**src/rtl/vga_timing_pkg.sv**
```systemverilog
// Shared VGA timing constants, lock state encoding and counter helpers.
// vga_counter uses the same package, so the capture side always agrees with the display side.
package vga_timing_pkg;

   localparam int H_VISIBLE = 640;
   localparam int H_SYNC    = 96;
   localparam int H_BACK    = 48;
   localparam int H_TOTAL   = 800;
   localparam int V_VISIBLE = 480;
   localparam int V_SYNC    = 2;
   localparam int V_BACK    = 33;
   localparam int V_TOTAL   = 525;

   localparam int XOFF = H_SYNC + H_BACK;
   localparam int YOFF = V_SYNC + V_BACK;

   localparam int CNT_W = 10;
   localparam logic [CNT_W-1:0] CNT_MAX = '1;

   typedef enum logic [1:0] {
      SEARCH = 2'd0,
      VERIFY = 2'd1,
      LOCKED = 2'd2
   } lock_state_e;

   // Increment that sticks at the top value, so a missing sync can never wrap into a false match.
   function automatic logic [CNT_W-1:0] sat_inc(input logic [CNT_W-1:0] value);
      return (value == CNT_MAX) ? value : value + CNT_W'(1);
   endfunction

endpackage

```
**src/rtl/vga_capture_if.sv**
```systemverilog
// Pixel-write stream produced by vga_capture for a frame buffer or checker.
interface vga_capture_if;
   import vga_timing_pkg::*;

   logic             pix_valid;
   logic [CNT_W-1:0] pix_x;
   logic [CNT_W-1:0] pix_y;
   logic [7:0]       pix_color;

   modport master (output pix_valid, pix_x, pix_y, pix_color);
   modport slave  (input  pix_valid, pix_x, pix_y, pix_color);

endinterface

```
**src/rtl/vga_sync_edge.sv**
```systemverilog
// Stage-1 register for one sync line: normalises polarity (1 = asserted) and flags the assertion edge.
module vga_sync_edge #(
   parameter bit ACTIVE_LOW = 1'b1
) (
   input  logic clk,
   input  logic reset,
   input  logic raw,
   output logic rise
);
   import vga_timing_pkg::*;

   logic level;
   logic level_prev;

   // Register the pin and keep one cycle of history; both reset to "deasserted".
   always_ff @(posedge clk) begin
      // NOTE: sequential state uses <= so every register samples pre-edge values, independent of statement order.
      if (!reset) begin
         level      <= 1'b0;
         level_prev <= 1'b0;
      end else begin
         level      <= raw ^ ACTIVE_LOW;
         level_prev <= level;
      end
   end

   assign rise = level & ~level_prev;

endmodule

```
**src/rtl/vga_capture.sv**
```systemverilog
// VGA receiver: recovers pixel position from sync edges, checks timing, locks, and emits pixel writes.
module vga_capture #(
   parameter int H_VISIBLE       = vga_timing_pkg::H_VISIBLE,
   parameter int H_SYNC          = vga_timing_pkg::H_SYNC,
   parameter int H_BACK          = vga_timing_pkg::H_BACK,
   parameter int H_TOTAL         = vga_timing_pkg::H_TOTAL,
   parameter int V_VISIBLE       = vga_timing_pkg::V_VISIBLE,
   parameter int V_SYNC          = vga_timing_pkg::V_SYNC,
   parameter int V_BACK          = vga_timing_pkg::V_BACK,
   parameter int V_TOTAL         = vga_timing_pkg::V_TOTAL,
   parameter bit SYNC_ACTIVE_LOW = 1'b1,
   parameter int LOCK_FRAMES     = 2
) (
   input  logic          clk,
   input  logic          reset,
   input  logic          enable,
   input  logic [7:0]    color,
   input  logic          HSync,
   input  logic          VSync,
   vga_capture_if.master pix,
   output logic          locked,
   output logic          frame_start,
   output logic          sync_error
);
   import vga_timing_pkg::CNT_W;
   import vga_timing_pkg::lock_state_e;
   import vga_timing_pkg::SEARCH;
   import vga_timing_pkg::VERIFY;
   import vga_timing_pkg::LOCKED;
   import vga_timing_pkg::sat_inc;

   localparam logic [CNT_W-1:0] X_LO   = CNT_W'(H_SYNC + H_BACK);
   localparam logic [CNT_W-1:0] X_HI   = CNT_W'(H_SYNC + H_BACK + H_VISIBLE);
   localparam logic [CNT_W-1:0] Y_LO   = CNT_W'(V_SYNC + V_BACK);
   localparam logic [CNT_W-1:0] Y_HI   = CNT_W'(V_SYNC + V_BACK + V_VISIBLE);
   localparam logic [CNT_W-1:0] H_LAST = CNT_W'(H_TOTAL - 1);
   localparam logic [CNT_W-1:0] V_LAST = CNT_W'(V_TOTAL - 1);
   localparam logic [3:0]       GOOD_LAST = 4'(LOCK_FRAMES - 1);

   logic [7:0]       color_q;
   logic             h_edge;
   logic             v_edge;
   logic [CNT_W-1:0] h_cnt;
   logic [CNT_W-1:0] v_cnt;
   logic [CNT_W-1:0] h_next;
   logic [CNT_W-1:0] v_next;
   logic             line_err;
   logic             frame_err;
   logic             err;
   logic             visible;
   logic             capture;
   lock_state_e      state;
   logic [3:0]       good_frames;

   vga_sync_edge #(.ACTIVE_LOW(SYNC_ACTIVE_LOW)) u_hsync (
      .clk   (clk),
      .reset (reset),
      .raw   (HSync),
      .rise  (h_edge)
   );

   vga_sync_edge #(.ACTIVE_LOW(SYNC_ACTIVE_LOW)) u_vsync (
      .clk   (clk),
      .reset (reset),
      .raw   (VSync),
      .rise  (v_edge)
   );

   // Stage-1 color register, aligned with the sync samples held inside vga_sync_edge.
   always_ff @(posedge clk) begin
      if (!reset) color_q <= '0;
      else        color_q <= color;
   end

   // Position of the stage-1 sample; a VSync edge overrides the line advance of a coincident HSync edge.
   always_comb begin
      // NOTE: every always_comb output gets a default first, so no path can infer a latch.
      h_next = sat_inc(h_cnt);
      v_next = v_cnt;
      if (h_edge) begin
         h_next = '0;
         v_next = sat_inc(v_cnt);
      end
      if (v_edge) v_next = '0;
   end

   // A line/frame must end exactly at its nominal length: early edge or overrun are both violations.
   assign line_err  = h_edge ? (h_cnt != H_LAST) : (h_cnt == H_LAST);
   assign frame_err = v_edge ? (v_cnt != V_LAST) : (h_edge && (v_cnt == V_LAST));
   assign err       = line_err | frame_err;

   assign visible = (h_next >= X_LO) && (h_next < X_HI) && (v_next >= Y_LO) && (v_next < Y_HI);
   // An error while locked drops lock at this edge, so it must already suppress this pixel.
   assign capture = locked & ~err & enable & visible;

   // Position counters and the pixel write port, registered together so pix_* describe the same sample.
   always_ff @(posedge clk) begin
      if (!reset) begin
         h_cnt         <= '0;
         v_cnt         <= '0;
         pix.pix_valid <= 1'b0;
         pix.pix_x     <= '0;
         pix.pix_y     <= '0;
         pix.pix_color <= '0;
      end else begin
         h_cnt         <= h_next;
         v_cnt         <= v_next;
         pix.pix_valid <= capture;
         if (capture) begin
            pix.pix_x     <= h_next - X_LO;
            pix.pix_y     <= v_next - Y_LO;
            pix.pix_color <= color_q;
         end
      end
   end

   // Lock state machine with registered locked / sync_error / frame_start.
   always_ff @(posedge clk) begin
      if (!reset) begin
         state       <= SEARCH;
         good_frames <= '0;
         locked      <= 1'b0;
         sync_error  <= 1'b0;
         frame_start <= 1'b0;
      end else begin
         frame_start <= v_edge;
         sync_error  <= 1'b0;
         case (state)
            SEARCH: begin
               if (v_edge) begin
                  state       <= VERIFY;
                  good_frames <= '0;
               end
            end
            VERIFY: begin
               if (err) begin
                  state      <= SEARCH;
                  sync_error <= 1'b1;
               end else if (v_edge) begin
                  good_frames <= good_frames + 4'd1;
                  if (good_frames == GOOD_LAST) begin
                     state  <= LOCKED;
                     locked <= 1'b1;
                  end
               end
            end
            LOCKED: begin
               if (err) begin
                  state      <= SEARCH;
                  locked     <= 1'b0;
                  sync_error <= 1'b1;
               end
            end
            default: begin
               state  <= SEARCH;
               locked <= 1'b0;
            end
         endcase
      end
   end

endmodule

```
**src/flat_wrapper.sv**
```systemverilog
// flat-port wrapper written by rule: the top's interface ports become plain ports
module vga_capture_flat import vga_timing_pkg::CNT_W; import vga_timing_pkg::lock_state_e; import vga_timing_pkg::SEARCH; import vga_timing_pkg::VERIFY; import vga_timing_pkg::LOCKED; import vga_timing_pkg::sat_inc;
#(
   parameter int H_VISIBLE       = vga_timing_pkg::H_VISIBLE,
   parameter int H_SYNC          = vga_timing_pkg::H_SYNC,
   parameter int H_BACK          = vga_timing_pkg::H_BACK,
   parameter int H_TOTAL         = vga_timing_pkg::H_TOTAL,
   parameter int V_VISIBLE       = vga_timing_pkg::V_VISIBLE,
   parameter int V_SYNC          = vga_timing_pkg::V_SYNC,
   parameter int V_BACK          = vga_timing_pkg::V_BACK,
   parameter int V_TOTAL         = vga_timing_pkg::V_TOTAL,
   parameter bit SYNC_ACTIVE_LOW = 1'b1,
   parameter int LOCK_FRAMES     = 2
)
  (clk, reset, enable, color, HSync, VSync, locked, frame_start, sync_error, pix_pix_valid, pix_pix_x, pix_pix_y, pix_pix_color);
  vga_capture_if pix_i ();
  input  logic clk;
  input  logic reset;
  input  logic enable;
  input  logic [7:0] color;
  input  logic HSync;
  input  logic VSync;
  output logic locked;
  output logic frame_start;
  output logic sync_error;
  output wire logic [$bits(pix_i.pix_valid)-1:0] pix_pix_valid;
  output wire logic [$bits(pix_i.pix_x)-1:0] pix_pix_x;
  output wire logic [$bits(pix_i.pix_y)-1:0] pix_pix_y;
  output wire logic [$bits(pix_i.pix_color)-1:0] pix_pix_color;
  assign pix_pix_valid = pix_i.pix_valid;
  assign pix_pix_x = pix_i.pix_x;
  assign pix_pix_y = pix_i.pix_y;
  assign pix_pix_color = pix_i.pix_color;
  vga_capture #(.H_VISIBLE(H_VISIBLE), .H_SYNC(H_SYNC), .H_BACK(H_BACK), .H_TOTAL(H_TOTAL), .V_VISIBLE(V_VISIBLE), .V_SYNC(V_SYNC), .V_BACK(V_BACK), .V_TOTAL(V_TOTAL), .SYNC_ACTIVE_LOW(SYNC_ACTIVE_LOW), .LOCK_FRAMES(LOCK_FRAMES)) u_core (.clk(clk), .reset(reset), .enable(enable), .color(color), .HSync(HSync), .VSync(VSync), .pix(pix_i), .locked(locked), .frame_start(frame_start), .sync_error(sync_error));
endmodule
```
**config.mk**
```make
export PLATFORM = sky130hd
export DESIGN_NAME = vga_capture_flat
export DESIGN_NICKNAME = d
export VERILOG_FILES = /design/src/rtl/vga_timing_pkg.sv /design/src/rtl/vga_capture_if.sv /design/src/rtl/vga_sync_edge.sv /design/src/rtl/vga_capture.sv /design/src/flat_wrapper.sv
export SDC_FILE = /design/constraint.sdc
export NUM_CORES = 1
export LEC_CHECK = 0
export CORE_MARGIN = 2
export CORE_UTILIZATION = 25
export DETAILED_ROUTE_END_ITERATION = 8
export SLEW_MARGIN = 0
export SYNTH_ARGS = -nofsm -noshare
export SYNTH_HDL_FRONTEND = slang
export SYNTH_SLANG_ARGS = --single-unit
```
**constraint.sdc**
```tcl
create_clock -name clk -period 3.19 [get_ports clk]
set_clock_uncertainty 0.2 [all_clocks]
set_input_delay 0.638 -clock clk [delete_from_list [all_inputs] [get_ports clk]]
set_output_delay 0.638 -clock clk [all_outputs]
set_load 0.05 [all_outputs]
```
==> flow_metrics.env, run 1 <==
export IMPL_n_antenna_cell=0
export IMPL_yosys_area_top_type="dfxtp_1"
export IMPL_multi_input_area_um2=2140
export IMPL_synth_edf_count=0
export IMPL_grt_usage_pct=12.6
export IMPL_ir_worst_vdd_mv=0.393
export IMPL_post_synth_cell_area_avg_um2=8.75
export IMPL_cts_sinks=70
export IMPL_wl_per_cell_um=14.6
export IMPL_max_freq_mhz=329
export IMPL_hold_viol_final=0
export IMPL_synthArstFlopShare_pct=0
export IMPL_dp_final_hpwl_um=7250
export IMPL_critical_path_arrival_ns=3.10
export IMPL_postCtsHoldBufs=0
export IMPL_worst_path_max_delay_cell="or4_4"
export IMPL_antenna_found_initial=0
export IMPL_critPathLaunchType="flop"
export IMPL_ys_warnings_count=0
export IMPL_crit_chain="ha_1 -> buf_4 -> nand3b_1 -> a211oi_2 -> nor3_2 -> or4_4 -> o21a_1 -> nor3_4 -> buf_6 -> mux2i_1"
export IMPL_synth_common_cells="dfxtp_1, nand2_1, nor2_1"
export IMPL_post_place_cells=660
export IMPL_core_area_um2=14400
export IMPL_holdCritStartpoint="u_core.u_vsync.level_prev$_SDFF_PN0_"
export IMPL_rows=44
export IMPL_outcome="finished, final reports clean"
export IMPL_synth_seq_cells=70
export IMPL_slew_viol_final=0
export IMPL_regArea_um2=1410
export IMPL_hold_path_class="reg -> reg"
export IMPL_setup_viol=0
export IMPL_pre_cts_ws_ns=-0.0183
export IMPL_syn2layout_area_growth_pct=36.0
export IMPL_grt_pass1_wl_um=16000
export IMPL_grt_max_degree=36
export IMPL_chipWidth_um=125
export IMPL_start_util_pct=25.3
export IMPL_cp_top_family="simple AND/OR/NAND/NOR gates"
export IMPL_io_buffers=44
export IMPL_path_buf_inv=2
export IMPL_crit_type="reg -> reg"
export IMPL_netlist_top_cells_area="dfxtp_1, nand2_1, mux2i_1"
export IMPL_grt_pass1_vias=3203
export IMPL_crit_path_end_kind="flop"
export IMPL_grt_ovfl_total=0
export IMPL_required_ns=3.25
export IMPL_yosysMostFrequentCell="dfxtp_1"
export IMPL_wirelength_um=9920
export IMPL_chipHeight_um=125
export IMPL_worst_slew_pin_slew_ns=0.551
export IMPL_r2r_start="u_core.v_cnt[0]$_SDFF_PN0_"
export IMPL_drt_pass1_iter_count=4
export IMPL_synth_cell_types=64
export IMPL_clk_path_buf_depth=2
export IMPL_cts_inserted_buffers=9
export IMPL_reg2reg_depth=10
export IMPL_drc=0
export IMPL_crit_fanout=8
export IMPL_final_cells=679
export IMPL_drt_iter0_drc=247
export IMPL_post_route_min_period_ns=3.04
export IMPL_path_clk_slew_ns=0.06
export IMPL_vias=3395
export IMPL_drive_gt1_share_pct=20.4
export IMPL_gp_congestion=0.923
export IMPL_max_stage_delay_ns=0.56
export IMPL_yosysTopAreaCellShare_pct=38.5
export IMPL_syn_area_um2=3640
export IMPL_postLayoutSetupSlackWorst_ns=0.148
export IMPL_nets=514
export IMPL_fin_crit_sh_pct=95.4
export IMPL_reg2reg_slack_ns=0.15
export IMPL_drv_cap=0
export IMPL_synth_ff_type="dfxtp_1"
export IMPL_cts_tree="yes"
export IMPL_tns_ns=0
export IMPL_hold_end="u_core.frame_start$_SDFF_PN0_"
export IMPL_whs_path_depth=1
export IMPL_via_per_inst=5.00
export IMPL_timing_rr_end="u_core.pix.pix_y[1]$_SDFFE_PN0P_"
export IMPL_fillers=1431
export IMPL_p_leak_nw=1.87
export IMPL_io_pins=45
export IMPL_hold_ws_ns=0.233
export IMPL_cts_max_level=3
export IMPL_clk_latency_ns=0.34
export IMPL_ant_nets=0
export IMPL_powerDensity_nw_per_um2=429
export IMPL_postLayoutCoreUtil_pct=34.5
export IMPL_syn_num_nets=440
export IMPL_syn_inst=416
export IMPL_slew_headroom_pct=63.0
export IMPL_dieArea_um2=15500
export IMPL_root_buffer="clkbuf_16"
export IMPL_yosysSeqAreaShare_pct=38.5
area by class of cell:
type | count | share of cell area [%]
Multi-Input combinational cell | 306 | 43.1
Timing Repair Buffer | 91 | 16.8
Clock buffer | 9 | 4.55
Inverter | 12 | 0.910
Tap cell | 184 | 4.65
Sequential cell | 70 | 28.5
Clock inverter | 7 | 1.49
power breakdown:
group / switching (mW) / leakage [nW] / internal (mW)
clock: 0.389 / 0.146 / 0.607
combinational: 0.124 / 1.16 / 0.0955
sequential: 0.0133 / 0.570 / 0.895
how the worst max path moves through the flow:
stage                                from                              endpoint  slack, ns  cells past startpoint
3_3_place_gp   u_core.h_cnt[0]$_SDFF_PN0_      u_core.pix.pix_x[6]$_SDFFE_PN0P_       0.09                     12
5_1_grt        u_core.h_cnt[5]$_SDFF_PN0_      u_core.pix.pix_y[1]$_SDFFE_PN0P_      -0.03                     10
3_5_place_dp   u_core.v_cnt[2]$_SDFF_PN0_  u_core.pix.pix_color[5]$_SDFFE_PN0P_      -0.02                     12
4_1_cts        u_core.h_cnt[0]$_SDFF_PN0_  u_core.pix.pix_color[5]$_SDFFE_PN0P_       0.05                     11
6_report       u_core.v_cnt[0]$_SDFF_PN0_      u_core.pix.pix_y[1]$_SDFFE_PN0P_       0.15                     10
2_1_floorplan  u_core.v_cnt[2]$_SDFF_PN0_      u_core.pix.pix_x[8]$_SDFFE_PN0P_       0.01                     11
through the flow:
step | instance area (um2) | power (mW)
6_report | 4950 | 2.12
2_1_floorplan | 3640 | 1.07
4_1_cts | 4830 | 2.14
3_5_place_dp | 4520 | 1.14
5_1_grt | 4950 | 2.21
3_3_place_gp | 4520 | 1.13
cell families (layout without fill, tap and decap cells):
kind of cell | count (synthesis) | count (layout) | synth area share [%]
AND/OR/NAND/NOR | 173 | 173 | 26.0
AO/OA/AOI/OAI | 98 | 98 | 20.0
buffers and inverters | 40 | 119 | 5.29
adder cells (fa/ha/maj) | 11 | 11 | 3.78
flip-flops | 70 | 70 | 38.5
multiplexers | 16 | 16 | 4.43
XOR/XNOR | 8 | 8 | 1.92
placed cells by master, fill, tap and decap left out, types with 8 or more instances in the layout:
master / Yosys / layout
a31oi_1: 14 / 13
nor3_1: 13 / 11
inv_1: 12 / 12
nand4_1: 9 / 9
and2_1: 20 / 20
o21ai_0: 9 / 8
nand3_1: 13 / 11
nand2_1: 48 / 48
clkbuf_16: 0 / 9
clkdlybuf4s50_1: 0 / 44
a21oi_1: 17 / 15
nor2_1: 24 / 24
ha_1: 11 / 10
mux2i_1: 15 / 15
buf_4: 3 / 42
dfxtp_1: 70 / 66
routing by layer:
metal	part of all wire [%]	up-vias	GRT usage [%]
met4	3.4	0	6.74
met2	46	91	19.8
met1	46	1605	16.3
met3	4.3	27	2.23
li1	-	1672	-
met5	0	-	0
registers in the layout (all words and copies together), names as in the netlist, 2 cells and up:
signal,flops
u_core.state,2
u_core.pix.pix_x,10
u_core.pix.pix_y,10
u_core.pix.pix_color,8
u_core.color_q,8
u_core.good_frames,4
u_core.v_cnt,10
u_core.h_cnt,10
timing repair:
| item | CTS | global route |
|---|---|---|
| setup endpoints to repair | 7 | 28 |
| resized for setup | 2 | 28 |
| setup buffers | 0 | 3 |
| pin swaps | 0 | 9 |
| endpoints found under the hold margin | 0 | 0 |
No activity file was read; power rests on OpenSTA's default activity.
==> run 2: changes to the inputs <==
SLEW_MARGIN = 20   (was 0)
==> results of run 2 <==
Same layout as run 1: the final DEF is identical, and so are final timing and power.
==> run 3: changes to the inputs <==
ABC_CLOCK_PERIOD_IN_PS = 2800   (was default)
clock period = 2.8 ns   (was 3.19 ns; I/O delays follow)
==> run 3 against run 2 <==
  * The run now ends with setup timing left
  * Global-route usage increased by 1.2 points
  * First-iteration DRC count is 21% lower
  * Core utilization is 4.2 points higher
  * Hold slack got worse by 0.0013 ns
  * Fmax hardly changed
  * Sequential power up 15%
  * Largest power group unchanged
  * Highest routed layer unchanged
==> flow_metrics.env, run 3 (same netlist as run 1, synthesis figures left out) <==
export IMPL_reg2reg_slack_ns=-0.24
export IMPL_nets=575
export IMPL_grt_max_degree=28
export IMPL_clk_path_buf_depth=2
export IMPL_root_buffer="clkbuf_16"
export IMPL_postCtsHoldBufs=0
export IMPL_wl_per_cell_um=14.4
export IMPL_worst_slew_pin_slew_ns=0.576
export IMPL_core_area_um2=14400
export IMPL_drt_pass1_iter_count=4
export IMPL_p_leak_nw=2.21
export IMPL_final_cells=740
export IMPL_required_ns=2.85
export IMPL_clk_latency_ns=0.33
export IMPL_whs_path_depth=1
export IMPL_crit_path_end_kind="flop"
export IMPL_drv_cap=0
export IMPL_rows=44
export IMPL_cts_max_level=3
export IMPL_syn2layout_area_growth_pct=52.7
export IMPL_drc=0
export IMPL_grt_ovfl_total=0
export IMPL_path_buf_inv=5
export IMPL_clkPwrFrac_pct=46.1
export IMPL_start_util_pct=25.3
export IMPL_crit_fanout=5
export IMPL_chipWidth_um=125
export IMPL_vias=3658
export IMPL_final_common_cell="buf_4"
export IMPL_hold_viol_final=0
export IMPL_power_internal_mw=1.83
export IMPL_antenna_found_initial=0
export IMPL_via_per_inst=4.94
export IMPL_tns_ns=-4.66
export IMPL_grtUsageMet2_pct=24.0
export IMPL_max_stage_delay_ns=0.38
export IMPL_post_route_min_period_ns=3.04
export IMPL_rsz0062_at_grt="yes"
export IMPL_outcome="finished with violations"
export IMPL_violations="setup timing"
export IMPL_r2r_start="u_core.h_cnt[1]$_SDFF_PN0_"
export IMPL_crit_start="u_core.h_cnt[1]$_SDFF_PN0_"
export IMPL_fin_crit_sh_pct=109
export IMPL_post_place_cells=710
export IMPL_final_cell_mix="buf_4, dfxtp_1, nand2_1"
export IMPL_gp_congestion=0.844
export IMPL_grt_pass1_wl_um=17600
export IMPL_dieArea_um2=15500
export IMPL_cts_tree="yes"
export IMPL_max_freq_mhz=328
export IMPL_crit_chain="ha_2 -> nand3_1 -> buf_4 -> a2111oi_4 -> buf_4 -> o31ai_1 -> a211o_1 -> o2111ai_4 -> nor3_4 -> buf_6 -> buf_12 -> clkbuf_16 -> a211oi_1"
export IMPL_slew_viol_final=0
export IMPL_drt_iter0_drc=196
export IMPL_pre_cts_ws_ns=-0.200
export IMPL_hold_path_class="reg -> reg"
export IMPL_grt_util_met1_pct=16.9
export IMPL_crit_type="reg -> reg"
export IMPL_cp_top_family="compound AO/OA/AOI/OAI gates"
export IMPL_wirelength_um=10700
export IMPL_switchingPower_mw=0.592
export IMPL_combPwrFrac_pct=11.2
export IMPL_met3_usage_pct=1.85
export IMPL_powerDensity_nw_per_um2=436
export IMPL_cts_inserted_buffers=9
export IMPL_ant_nets=0
export IMPL_worst_path_max_delay_cell="a211o_1"
export IMPL_grt_busiest_layer="met2"
export IMPL_io_pins=45
export IMPL_cp_endpoint="u_core.pix.pix_y[0]$_SDFFE_PN0P_"
export IMPL_setup_viol=29
export IMPL_power_total_mw=2.42
export IMPL_fillers=1404
export IMPL_postLayoutSetupSlackWorst_ns=-0.245
export IMPL_hold_ws_ns=0.231
export IMPL_critical_path_arrival_ns=3.10
export IMPL_swShare_pct=24.4
export IMPL_reg2reg_depth=13
export IMPL_cts_sinks=70
export IMPL_ir_worst_vdd_mv=0.334
export IMPL_path_depth=13
export IMPL_timing_rr_end="u_core.pix.pix_y[0]$_SDFFE_PN0P_"
export IMPL_dp_final_hpwl_um=7700
export IMPL_drive_gt1_share_pct=32.2
export IMPL_slew_headroom_pct=61.3
export IMPL_io_buffers=44
export IMPL_n_antenna_cell=0
export IMPL_pwr_share_seq_pct=42.7
export IMPL_chipHeight_um=125
export IMPL_grt_usage_pct=13.8
export IMPL_grt_pass1_vias=3641
export IMPL_crit_path_frequent_cell="buf_4"
export IMPL_path_clk_slew_ns=0.06
export IMPL_critPathLaunchType="flop"
[run 3: cell count changes in the layout (fill, tap and decap cells not counted), moves of 4 or more]
cell,previous run,this run
buf_4,42,95
buf_6,3,8
dfxtp_2,2,6
o21ai_1,7,0
o21ai_2,1,6
[run 3: cell type report]
type	instances	area [um2]	share of cell area, %
Multi-Input combinational cell	306	2250	40.5
Sequential cell	70	1410	25.3
Timing Repair Buffer	152	1330	24.0
Tap cell	184	230	4.14
Clock buffer	10	229	4.12
Clock inverter	6	62.6	1.13
Inverter	12	45.0	0.810
[run 3: what timing repair did]
| action | 4_1_cts | 5_1_grt |
|---|---|---|
| hold endpoints to repair | 0 | 0 |
| gates cloned | 2 | 1 |
| resized for setup | 14 | 35 |
| setup buffers | 4 | 10 |
| setup endpoints to repair | 30 | 30 |
| pin swaps | 3 | 16 |
[run 3: how the worst min path moves through the flow]
| stage | from | to | slack, ns |
|---|---|---|---|
| 4_1_cts | u_core.u_vsync.level_prev$_SDFF_PN0_ | u_core.frame_start$_SDFF_PN0_ | 0.23 |
| 3_5_place_dp | u_core.u_vsync.level_prev$_SDFF_PN0_ | u_core.frame_start$_SDFF_PN0_ | 0.22 |
| 3_3_place_gp | u_core.u_vsync.level_prev$_SDFF_PN0_ | u_core.frame_start$_SDFF_PN0_ | 0.22 |
| 6_report | u_core.u_vsync.level_prev$_SDFF_PN0_ | u_core.frame_start$_SDFF_PN0_ | 0.23 |
| 2_1_floorplan | u_core.u_vsync.level_prev$_SDFF_PN0_ | u_core.frame_start$_SDFF_PN0_ | 0.21 |
| 5_1_grt | u_core.u_vsync.level_prev$_SDFF_PN0_ | u_core.frame_start$_SDFF_PN0_ | 0.26 |
[run 3: stage by stage]
stage,area (um2),util [%]
after floorplan,3700,-
after global placement,4930,34.3
after detailed placement,4930,34.3
after CTS,5350,37.2
after global routing,5560,38.7
final,5560,38.7
[run 3: power groups by stage]
stage          Combinational (mW)  Clock (mW)  Sequential, mW
2_1_floorplan               0.158           0            1.06
3_3_place_gp                0.255           0            1.05
3_5_place_dp                0.261           0            1.05
4_1_cts                     0.266        1.14            1.03
5_1_grt                     0.303        1.17            1.04
6_report                    0.272        1.12            1.04
[run 3: per-layer routing]
layer  wire length [um]  up-vias
li1                   -     1803
met1               4710     1720
met2               5290      103
met3                372       32
met4                310        0
met5                  0        -
